==> config.mk <==
export PLATFORM = sky130hd
export DESIGN_NAME = cpu7_ifu_ibuf
export DESIGN_NICKNAME = d
export VERILOG_FILES = /design/src/rtl/cpu7_ifu_ibuf.sv
export SDC_FILE = /design/constraint.sdc
export NUM_CORES = 1
export LEC_CHECK = 0
export CAP_MARGIN = 15
export CORE_MARGIN = 4
export CORE_UTILIZATION = 45
export DETAILED_ROUTE_END_ITERATION = 10
export GPL_TIMING_DRIVEN = 0
export PLACE_DENSITY = 0.74
export SLEW_MARGIN = 20
export SYNTH_ARGS = -nofsm -noshare
export SYNTH_HDL_FRONTEND = slang
export SYNTH_SLANG_ARGS = --single-unit
==> constraint.sdc <==
create_clock -name clock -period 4 [get_ports clock]
set_input_delay 0.8 -clock clock [delete_from_list [all_inputs] [get_ports clock]]
set_output_delay 0.8 -clock clock [all_outputs]
set_load 0.02 [all_outputs]
==> src/rtl/cpu7_ifu_ibuf.sv <==
`default_nettype none
// ============================================================================
// Module      : cpu7_ifu_ibuf
// Description : In-order instruction buffer between fetch and decode, with
//               branch-cancel flush and exception-triggered enqueue hold.
// Revision    : 1.0 - initial release
// ============================================================================
module cpu7_ifu_ibuf #(
    parameter int DEPTH = 4,
    parameter int PTR_W = 2
) (
    input  logic             clock,
    input  logic             reset,
    input  logic             fdp_ibuf_valid,
    input  logic [31:0]      fdp_ibuf_pc,
    input  logic [31:0]      fdp_ibuf_inst,
    input  logic             fdp_ibuf_ex,
    input  logic [5:0]       fdp_ibuf_exccode,
    output logic             ibuf_fdp_ready,
    input  logic             br_cancel,
    output logic             ibuf_dec_valid,
    output logic [31:0]      ibuf_dec_pc,
    output logic [31:0]      ibuf_dec_inst,
    output logic             ibuf_dec_ex,
    output logic [5:0]       ibuf_dec_exccode,
    input  logic             dec_ibuf_ready,
    output logic [PTR_W:0]   ibuf_count
);

    localparam logic [PTR_W:0] c_depth = (PTR_W+1)'(DEPTH);
    localparam logic [PTR_W:0] c_one   = (PTR_W+1)'(1);

    // Entry layout: {pc[70:39], inst[38:7], ex[6], exccode[5:0]}
    logic [70:0]      r_mem [DEPTH];
    logic [PTR_W-1:0] r_wr_ptr;
    logic [PTR_W-1:0] r_rd_ptr;
    logic [PTR_W:0]   r_count;
    logic             r_ex_hold;

    logic             w_push;
    logic             w_pop;
    logic [70:0]      w_head;

    always_comb begin
        ibuf_fdp_ready = (r_count != c_depth) & ~r_ex_hold;
        ibuf_dec_valid = (r_count != '0);
        w_push         = fdp_ibuf_valid & ibuf_fdp_ready & ~br_cancel;
        w_pop          = ibuf_dec_valid & dec_ibuf_ready & ~br_cancel;
        w_head         = r_mem[r_rd_ptr];
    end

    assign ibuf_dec_pc      = w_head[70:39];
    assign ibuf_dec_inst    = w_head[38:7];
    assign ibuf_dec_ex      = w_head[6];
    assign ibuf_dec_exccode = w_head[5:0];
    assign ibuf_count       = r_count;

    // Storage carries no reset; validity is tracked entirely by r_count.
    always_ff @(posedge clock) begin
        if (w_push) begin
            r_mem[r_wr_ptr] <= {fdp_ibuf_pc, fdp_ibuf_inst, fdp_ibuf_ex, fdp_ibuf_exccode};
        end
    end

    always_ff @(posedge clock) begin
        if (!reset) begin
            r_wr_ptr  <= '0;
            r_rd_ptr  <= '0;
            r_count   <= '0;
            r_ex_hold <= 1'b0;
        end else if (br_cancel) begin
            r_wr_ptr  <= '0;
            r_rd_ptr  <= '0;
            r_count   <= '0;
            r_ex_hold <= 1'b0;
        end else begin
            if (w_push) begin
                r_wr_ptr <= r_wr_ptr + 1'b1;
                if (fdp_ibuf_ex) begin
                    r_ex_hold <= 1'b1;
                end
            end
            if (w_pop) begin
                r_rd_ptr <= r_rd_ptr + 1'b1;
            end
            case ({w_push, w_pop})
                2'b10:   r_count <= r_count + c_one;
                2'b01:   r_count <= r_count - c_one;
                default: r_count <= r_count;
            endcase
        end
    end

endmodule
`default_nettype wire

==> results of run 1 <==
==> layer usage <==
layer	global-route usage	up-vias	part of all wire	wire [µm]
li1	-	2220	-	-
met5	0	-	0.00061	12
met4	0.0342	2	0.016	313
met3	0.0405	29	0.073	1430
met1	0.197	2601	0.40	7800
met2	0.259	153	0.51	10000
==> metrics by stage <==
step / instances / setup TNS [ns]
floorplan: 433 / 0
global placement: 903 / -324.21
detailed placement: 907 / 0
CTS: 961 / 0
global route: 961 / 0
finish: 961 / 0
==> worst min-delay path, stage by stage, from the launching register on <==
cell	delay [ns]
dfxtp_1	0.30
o21ai_0	0.07
a21oi_1	0.08
==> final timing paths <==
check	startpoint	to	slack [ns]
worst min-delay path	r_rd_ptr[1]	flip-flop	0.51
worst max register to register	ibuf_count[2]	ibuf_count[2]	1.52
worst max-delay path	flip-flop	ibuf_dec_pc[31]	0.31
worst min register to register	r_rd_ptr[1]	flip-flop	0.51
==> synthesized netlist by cell type (all sizes together) <==
master and number:
edfxtp 284, mux4 71, dfxtp 10, clkbuf 9
buf 8, inv 7, nor2 7, a21oi 6
ha 5, and3 4, o21ai 4, or3 3
nand2b 2, nor3b 2, or3b 2, xor2 2
a31oi 1, fa 1, nand3 1, nand3b 1
nor3 1, o31ai 1, or4b 1
==> power by group <==
group | leakage (nW) | internal (mW) | switching, mW
Sequential | 2.66 | 3.42 | 0.0113
Clock | 0.453 | 1.47 | 1.06
Combinational | 1.16 | 0.167 | 0.148
==> state kept, by name, summed over array words and instances (netlist names), named ones only <==
register / cells
r_ex_hold: 1
ibuf_count: 3
r_wr_ptr: 2
r_rd_ptr: 2
r_mem: 284
==> layout make-up <==
| class | count | area [µm²] | area share |
|---|---|---|---|
| sequential | 294 | 8730 | 0.638 |
| multi-input combinational | 115 | 1930 | 0.141 |
| timing repair buffer | 155 | 1610 | 0.118 |
| clock buffer | 41 | 843 | 0.0616 |
| tap | 319 | 399 | 0.0292 |
| buffer | 17 | 73.8 | 0.00540 |
| clock inverter | 13 | 71.3 | 0.00521 |
| inverter | 7 | 26.3 | 0.00192 |
==> cell families (layout without fill, tap and decap cells) <==
kind of cell | count (synthesis) | in the layout | synth area share
AND/OR/NAND/NOR | 24 | 24 | 0.0133
buffers and inverters | 24 | 233 | 0.00933
adder cells (fa/ha/maj) | 6 | 6 | 0.00769
multiplexers | 71 | 71 | 0.149
AO/OA/AOI/OAI | 12 | 12 | 0.00595
XOR/XNOR | 2 | 2 | 0.00163
flip-flops | 294 | 294 | 0.813
==> summary.md, run 1 <==
| Metric | Value |
|---|---|
| Period utilisation layout | `0.923` |
| # rows | `56` |
| Clock buffer count from CTS | `30` |
| CTS sink count | `294` |
| Port bufs | `151` |
| Main area contributors after synthesis | `edfxtp_1 (79%), mux4_2 (15%), dfxtp_1 (1.9%)` |
| Cell count after synthesis | `433` |
| CP bufs+invs | `3` |
| Net Count, Synth | `515` |
| Cell Area, Placed | `12800 µm²` |
| Most common cell on crit path | `clkbuf_1` |
| First-pass DRT Iterations | `4` |
| Commonest non-fill, non-tap cells in the layout | `edfxtp_1 (284), clkdlybuf4s50_1 (151), mux4_2 (71)` |
| Mapped Area | `10700 µm²` |
| Routed via count | `5005` |
| Area leader, netlist | `edfxtp_1` |
| Skew final | `0.0113 ns` |
| CP Max Fanout | `10` |
| Synth cell types | `24` |
| Critical path depth in cells | `4` |
| # IOs | `152` |
| Postcts setup bufs | `0` |
| WL/cell | `20.4 µm` |
| Syn. warnings | `0` |
| Post-synth top area share | `0.794` |
| CP Launch Type | `flip-flop` |
| Global-route wire length before repair | `31100 µm` |
| Max VDD drop | `403 µV` |
| Post-CTS sizing | `0` |
| Status | `finished clean` |
| Drc violations | `0` |
| DP Wirelength | `12400 µm` |
| H-tree levels | `1` |
| Largest net degree at the start of global routing | `39` |
| Gr usage total | `0.151` |
| Critical Path RT | `3.20 ns` |
| Power Dens Cells | `459 nW/µm²` |
| Power, Total | `6.28 mW` |
| Vias/cell | `5.21` |
| Syn_area_per_cell | `24.8 µm²` |
| Final min period | `3.69 ns` |
| Final Util | `0.583` |
| WS Path Type | `reg2out` |
| MaxCap Viol Count | `0` |
| Fin worst setup slack | `0.310 ns` |
| Die H | `162 µm` |
| # setup viols final | `0` |
| Top Family by Delay on Critical Path | `buffers and inverters` |
| Core Region | `23500 µm²` |
| RSZ-0062 raised after global routing | `no` |
| Die area | `26400 µm²` |
| RD Place Congestion | `0.744` |
| Worst hold slack | `0.510 ns` |
| Initial antenna violation count | `1` |
| Worst relative slew slack | `0.440` |
| Initial DRC Count | `285` |
| Sequential area share after synthesis | `0.813` |
| Layout Nets | `702` |
| Starting Density | `0.457` |
| R2r worst-path depth | `9` |
| Skew-Pair Late Insertion Delay | `0.54 ns` |
| CTS max path bufs | `3` |
| Final instance area | `13700 µm²` |
| Antenna diode count | `0` |
| CTS tree | `built` |
| Worst EP arrival | `2.89 ns` |
| Root cell of the clock tree | `clkbuf_16` |
| Hold path cells | `2` |
| Largest stage delay on the critical path | `0.56 ns` |
| Filler Cell Count | `1656` |
| Fmax | `271 MHz` |
| Detailed Route WL | `19600 µm` |
| Area growth syn-to-layout | `27.5%` |
| Grt ovf | `0` |
| Fin. max-slew vios | `0` |
| Fraction of final layout cells sized beyond drive strength 1 | `0.206` |
| Static leakage | `4.27 nW` |
| FF+latch count, synth | `294` |
| Count of final hold-check violations | `0` |
| Worst-path clk slew | `0.06 ns` |
| Slowest cell on crit path | `clkdlybuf4s50_1` |
| Antenna Nets Post-Route | `0` |
| Worst min-delay path class | `reg2reg` |
| CP Cell Sequence | `clkbuf_1, clkbuf_1, mux4_2, clkdlybuf4s50_1` |
| Pre-CTS setup slack | `0.678 ns` |
| Vias in the first global route | `5584` |
| Worst slew pin tran | `0.839 ns` |
| Die Wd | `162 µm` |
| Hold_buf cts | `0` |
| Nature of the critical path endpoint | `primary output` |
| Commonest non-fill, non-tap cell in the layout | `edfxtp_1` |
No activity file was read; power rests on OpenSTA's default activity.
==> inputs of run 2 (changes only) <==
--- a/config.mk
+++ b/config.mk
@@ -5,11 +5,13 @@
 export SDC_FILE = /design/constraint.sdc
 export NUM_CORES = 1
 export LEC_CHECK = 0
+export ABC_AREA = 1
 export CAP_MARGIN = 15
 export CORE_MARGIN = 4
 export CORE_UTILIZATION = 45
 export DETAILED_ROUTE_END_ITERATION = 10
 export GPL_TIMING_DRIVEN = 0
+export HOLD_SLACK_MARGIN = 0.1
 export PLACE_DENSITY = 0.74
 export SLEW_MARGIN = 20
 export SYNTH_ARGS = -nofsm -noshare
==> summary.md, run 2 <==
| Metric | Value |
|---|---|
| Status | `finished clean` |
| MaxCap Viol Count | `0` |
| Top-count cell post-synth | `edfxtp_1` |
| Async S/R FF share, synth | `0` |
| Gr usage total | `0.183` |
| Power Dens Cells | `447 nW/µm²` |
| # setup viols final | `0` |
| Static leakage | `4.86 nW` |
| Net Count, Synth | `853` |
| Top FF cell, synth | `edfxtp_1` |
| Mapped Area | `11100 µm²` |
| Hold_buf cts | `0` |
| Post-CTS sizing | `0` |
| CTS sink count | `294` |
| RSZ-0062 raised after global routing | `no` |
| Count of final hold-check violations | `0` |
| CTS tree | `built` |
| Root cell of the clock tree | `clkbuf_16` |
| WS Path Type | `reg2out` |
| Critical Path RT | `3.20 ns` |
| Cell count after synthesis | `771` |
| Worst hold slack | `0.507 ns` |
| Clock buffer count from CTS | `30` |
| Antenna Nets Post-Route | `0` |
| CP Max Fanout | `10` |
| Routed via count | `6901` |
| Area growth syn-to-layout | `29.6%` |
| Layout Nets | `1051` |
| # rows | `57` |
| Layout Cells excl Fill | `1317` |
| Vias in the first global route | `6775` |
| Syn_area_per_cell | `14.4 µm²` |
| Core Region | `24300 µm²` |
| Largest net degree at the start of global routing | `23` |
| Most instantiated cells after synthesis | `edfxtp_1 (284), nor2_1 (157), o21ai_0 (129)` |
| Cell Area, Placed | `13400 µm²` |
| Final instance area | `14400 µm²` |
| Clock power frac | `0.406` |
| Internal | `5.10 mW` |
| Skew final | `0.0106 ns` |
| Nature of the critical path endpoint | `primary output` |
| Worst EP arrival | `2.66 ns` |
| Die H | `165 µm` |
| RD Place Congestion | `0.762` |
| Worst relative slew slack | `0.591` |
| Comb pwr share | `0.058` |
| CP Launch Type | `flip-flop` |
| Final Util | `0.591` |
| Global-route wire length before repair | `38000 µm` |
| Fin. max-slew vios | `0` |
| Skew-Pair Late Insertion Delay | `0.54 ns` |
| FF+latch count, synth | `294` |
| Fraction of final layout cells sized beyond drive strength 1 | `0.104` |
| Area leader, netlist | `edfxtp_1` |
| Commonest non-fill, non-tap cells in the layout | `edfxtp_1 (284), nor2_1 (153), clkdlybuf4s50_1 (151)` |
| Commonest non-fill, non-tap cell in the layout | `edfxtp_1` |
| Max FFs per register | `284` |
| Worst slew pin tran | `0.613 ns` |
| Largest register by flop count | `r_mem` |
| Sw frac | `0.206` |
| Switching Power | `1.33 mW` |
| Sequential Power Share | `0.536` |
| Drc violations | `0` |
| DP Wirelength | `16200 µm` |
| Worst-path clk slew | `0.06 ns` |
| Syn. warnings | `0` |
| Initial antenna violation count | `1` |
| GR peak layer | `met2` |
| Post-synth EDFFs | `284` |
| Grt ovf | `0` |
| Synth cell types | `22` |
| Fmax | `289 MHz` |
| Power, Total | `6.42 mW` |
| Detailed Route WL | `25300 µm` |
| # IOs | `152` |
| Starting Density | `0.456` |
| Final min period | `3.46 ns` |
| Port bufs | `151` |
| Max VDD drop | `238 µV` |
| Die area | `27200 µm²` |
| Initial DRC Count | `580` |
| Die Wd | `165 µm` |
| H-tree levels | `1` |
| CTS max path bufs | `3` |
| Vias/cell | `5.24` |
| GR Util met2 | `0.307` |
| GR Layer Usage met3 | `0.0409` |
| First-pass DRT Iterations | `5` |
| Met1 GRT Util | `0.242` |
| Worst min-delay path class | `reg2reg` |
| Period utilisation layout | `0.865` |
| Placed insts | `1261` |
| WL/cell | `19.2 µm` |
| Sequential area share after synthesis | `0.787` |
| Post-synth top area share | `0.769` |
| Postcts setup bufs | `0` |
| Main area contributors after synthesis | `edfxtp_1 (77%), o21ai_0 (5.8%), nor2_1 (5.3%)` |
==> run 2: cell types whose count changed after synthesis, moves of 7 or more <==
cell and change:
nor2_1 +150, o21ai_0 +125, mux4_2 -71, o22ai_1 +71, nand2_1 +17, inv_1 +16
o21ai_1 +15, buf_6 +11, clkbuf_2 +7
==> run 2: worst paths after layout <==
check                           cells past startpoint  slack (ns)           endpoint     startpoint
worst max-delay path                                6        0.54  ibuf_dec_inst[11]      flip-flop
worst max register to register                      7        1.80       r_mem[0][39]  ibuf_count[1]
worst min register to register                      2        0.51      ibuf_count[0]  ibuf_count[0]
worst min-delay path                                2        0.51      ibuf_count[0]  ibuf_count[0]
==> run 2: cell families (layout without fill, tap and decap cells) <==
| family | after synthesis | after routing | synth area share |
|---|---|---|---|
| buffers and inverters | 71 | 292 | 0.0361 |
| flip-flops | 294 | 294 | 0.787 |
| adder cells (fa/ha/maj) | 6 | 6 | 0.00744 |
| AO/OA/AOI/OAI | 220 | 220 | 0.107 |
| AND/OR/NAND/NOR | 180 | 180 | 0.0624 |
| other | 0 | 1 | 0 |
==> run 2: worst max-delay path: stages (launching register included) <==
cell             delay, ns
dfxtp_1               0.32
buf_6                 0.15
inv_6                 0.10
clkbuf_1              0.46
o21ai_0               0.20
o22ai_1               0.22
clkdlybuf4s50_1       0.67
==> run 2: power by group through the flow <==
stage | combinational [mW] | sequential (mW) | clock [mW]
after floorplan | 0.134 | 3.51 | 0
after global placement | 0.347 | 3.52 | 0
after detailed placement | 0.377 | 3.51 | 0
after CTS | 0.379 | 3.44 | 2.65
after global routing | 0.403 | 3.45 | 2.79
final | 0.374 | 3.44 | 2.61
==> run 2: layout make-up <==
cell class	instances	area (µm²)
Clock buffer	36	795
Timing Repair Buffer	166	1910
Buffer	46	302
Tap cell	324	405
Sequential cell	294	8730
Inverter	25	98.8
Clock inverter	19	144
Fill cell	1835	9940
Antenna cell	1	2.50
Multi-Input combinational cell	406	1990
==> run 2: metrics by stage <==
stage / setup TNS (ns) / setup slack [ns]
2_1_floorplan: -190.99 / -0.673
3_3_place_gp: -1002.62 / -3.65
3_5_place_dp: 0 / 0.813
4_1_cts: 0 / 0.542
5_1_grt: 0 / 0.424
6_report: 0 / 0.539
==> run 2: layer usage <==
layer	vias to the layer above	wire length [µm]
met5	-	0
met4	0	481
met3	36	1820
met2	230	12500
met1	3358	10500
li1	3277	-
==> inputs of run 3 (changes only) <==
--- a/config.mk
+++ b/config.mk
@@ -13,6 +13,7 @@
 export GPL_TIMING_DRIVEN = 0
 export HOLD_SLACK_MARGIN = 0.1
 export PLACE_DENSITY = 0.74
+export REMOVE_ABC_BUFFERS = 1
 export SLEW_MARGIN = 20
 export SYNTH_ARGS = -nofsm -noshare
 export SYNTH_HDL_FRONTEND = slang
==> summary.md, run 3 (same netlist as run 2, synthesis figures left out) <==
| Metric | Value |
|---|---|
| Worst-path clk slew | `0.06 ns` |
| MaxCap Viol Count | `0` |
| Starting Density | `0.456` |
| Detailed Route WL | `23200 µm` |
| Root cell of the clock tree | `clkbuf_16` |
| Die Wd | `165 µm` |
| Pre-CTS setup slack | `0.604 ns` |
| # IOs | `152` |
| Vias/cell | `5.31` |
| Postcts setup bufs | `0` |
| CP Cell Sequence | `buf_16, inv_8, o21ai_0, o22ai_1, clkdlybuf4s50_1` |
| Count of final hold-check violations | `0` |
| Critical Path RT | `3.20 ns` |
| Worst min-delay path class | `reg2reg` |
| Placed insts | `1219` |
| Gr usage total | `0.165` |
| Fraction of final layout cells sized beyond drive strength 1 | `0.0729` |
| CTS max path bufs | `3` |
| CTS tree | `built` |
| Layout Nets | `1008` |
| Fmax | `266 MHz` |
| # setup viols final | `0` |
| Initial DRC Count | `461` |
| WL/cell | `18.2 µm` |
| Die H | `165 µm` |
| Fin worst setup slack | `0.234 ns` |
| Grt ovf | `0` |
| Final Util | `0.581` |
| Filler Cell Count | `1869` |
| Skew final | `0.0163 ns` |
| Die area | `27200 µm²` |
| Status | `finished clean` |
| Nature of the critical path endpoint | `primary output` |
| Drc violations | `0` |
| Max FFs per register | `284` |
| DP Wirelength | `13600 µm` |
| WS Path Type | `reg2out` |
| Static leakage | `4.72 nW` |
| Slowest cell on crit path | `clkdlybuf4s50_1` |
| Worst EP arrival | `2.97 ns` |
| Worst slew pin tran | `0.787 ns` |
| Commonest non-fill, non-tap cells in the layout | `edfxtp_1 (284), nor2_1 (153), clkdlybuf4s50_1 (151)` |
| # rows | `57` |
| H-tree levels | `1` |
| RSZ-0062 raised after global routing | `no` |
| Fin. max-slew vios | `0` |
| Largest stage delay on the critical path | `0.65 ns` |
| Final min period | `3.77 ns` |
| Clock buffer count from CTS | `29` |
| Period utilisation layout | `0.941` |
| Hold path cells | `2` |
| Commonest non-fill, non-tap cell in the layout | `edfxtp_1` |
| Global-route wire length before repair | `35300 µm` |
| Power Dens Cells | `450 nW/µm²` |
| Vias in the first global route | `6745` |
| Max VDD drop | `355 µV` |
| Layout Cells excl Fill | `1271` |
| Worst relative slew slack | `0.476` |
| Port bufs | `151` |
| CP Launch Type | `flip-flop` |
| Largest register by flop count | `r_mem` |
| CP Max Fanout | `142` |
| First-pass DRT Iterations | `5` |
| Core Region | `24300 µm²` |
| Skew-Pair Late Insertion Delay | `0.53 ns` |
| Antenna Nets Post-Route | `0` |
| R2r worst-path depth | `7` |
| Initial antenna violation count | `0` |
| Hold_buf cts | `0` |
| Antenna diode count | `0` |
| CTS sink count | `294` |
| Largest net degree at the start of global routing | `143` |
| Post-CTS sizing | `0` |
| Area growth syn-to-layout | `27.5%` |
| Routed via count | `6751` |
| RD Place Congestion | `0.750` |
-- run 3: changes by cell type in the layout (fill, tap and decap cells not counted), moves of 3 or more --
cell / change
clkinv_1: +4
buf_2: -14
clkbuf_1: -13
clkinv_2: +3
buf_6: -11
clkbuf_2: -7
clkinvlp_4: -5
clkinv_4: -3
-- run 3: where the power goes --
part           leakage, nW  internal, mW  total [mW]  switching, mW
Combinational         1.61         0.176       0.365          0.188
Clock                0.451          1.51        2.55           1.04
Sequential            2.66          3.43        3.44         0.0136
-- run 3: worst max-delay path: cells and delay by family (launching register included) --
kind            cells  cell delay (ns)
compound gates      2             0.39
buf+inv             3             1.45
flops               1             0.46
-- run 3: routing by layer --
layer,wire [µm],vias to the layer above,track usage
li1,-,3191,-
met1,9800,3336,0.209
met2,11700,188,0.290
met3,1340,36,0.0362
met4,388,0,0.0393
met5,0,-,0
-- run 3: final cells by class --
type	instances	area [µm²]	share of cell area
Tap cell	324	405	0.0287
Clock buffer	33	741	0.0524
Inverter	25	104	0.00735
Timing Repair Buffer	170	2000	0.141
Clock inverter	19	161	0.0114
Multi-Input combinational cell	406	1990	0.141
Sequential cell	294	8740	0.618
-- run 3: worst paths after layout --
kind                            slack, ns          start                end
worst max-delay path                 0.23      flip-flop  ibuf_dec_inst[27]
worst min register to register       0.49    r_rd_ptr[1]          flip-flop
worst min-delay path                 0.49    r_rd_ptr[1]          flip-flop
worst max register to register       1.65  ibuf_count[0]       r_mem[1][61]
-- run 3: metrics by stage --
stage                     cell area [µm²]  hold WS (ns)  TNS (ns)  total power [mW]
final                               14100         0.491         0              6.36
after CTS                           14100         0.492         0              6.42
after global routing                14100         0.517         0              6.58
after floorplan                     10800         0.463   -226.01              3.64
after detailed placement            13200         0.482         0              3.87
after global placement              12700         0.486  -1325.67              3.85
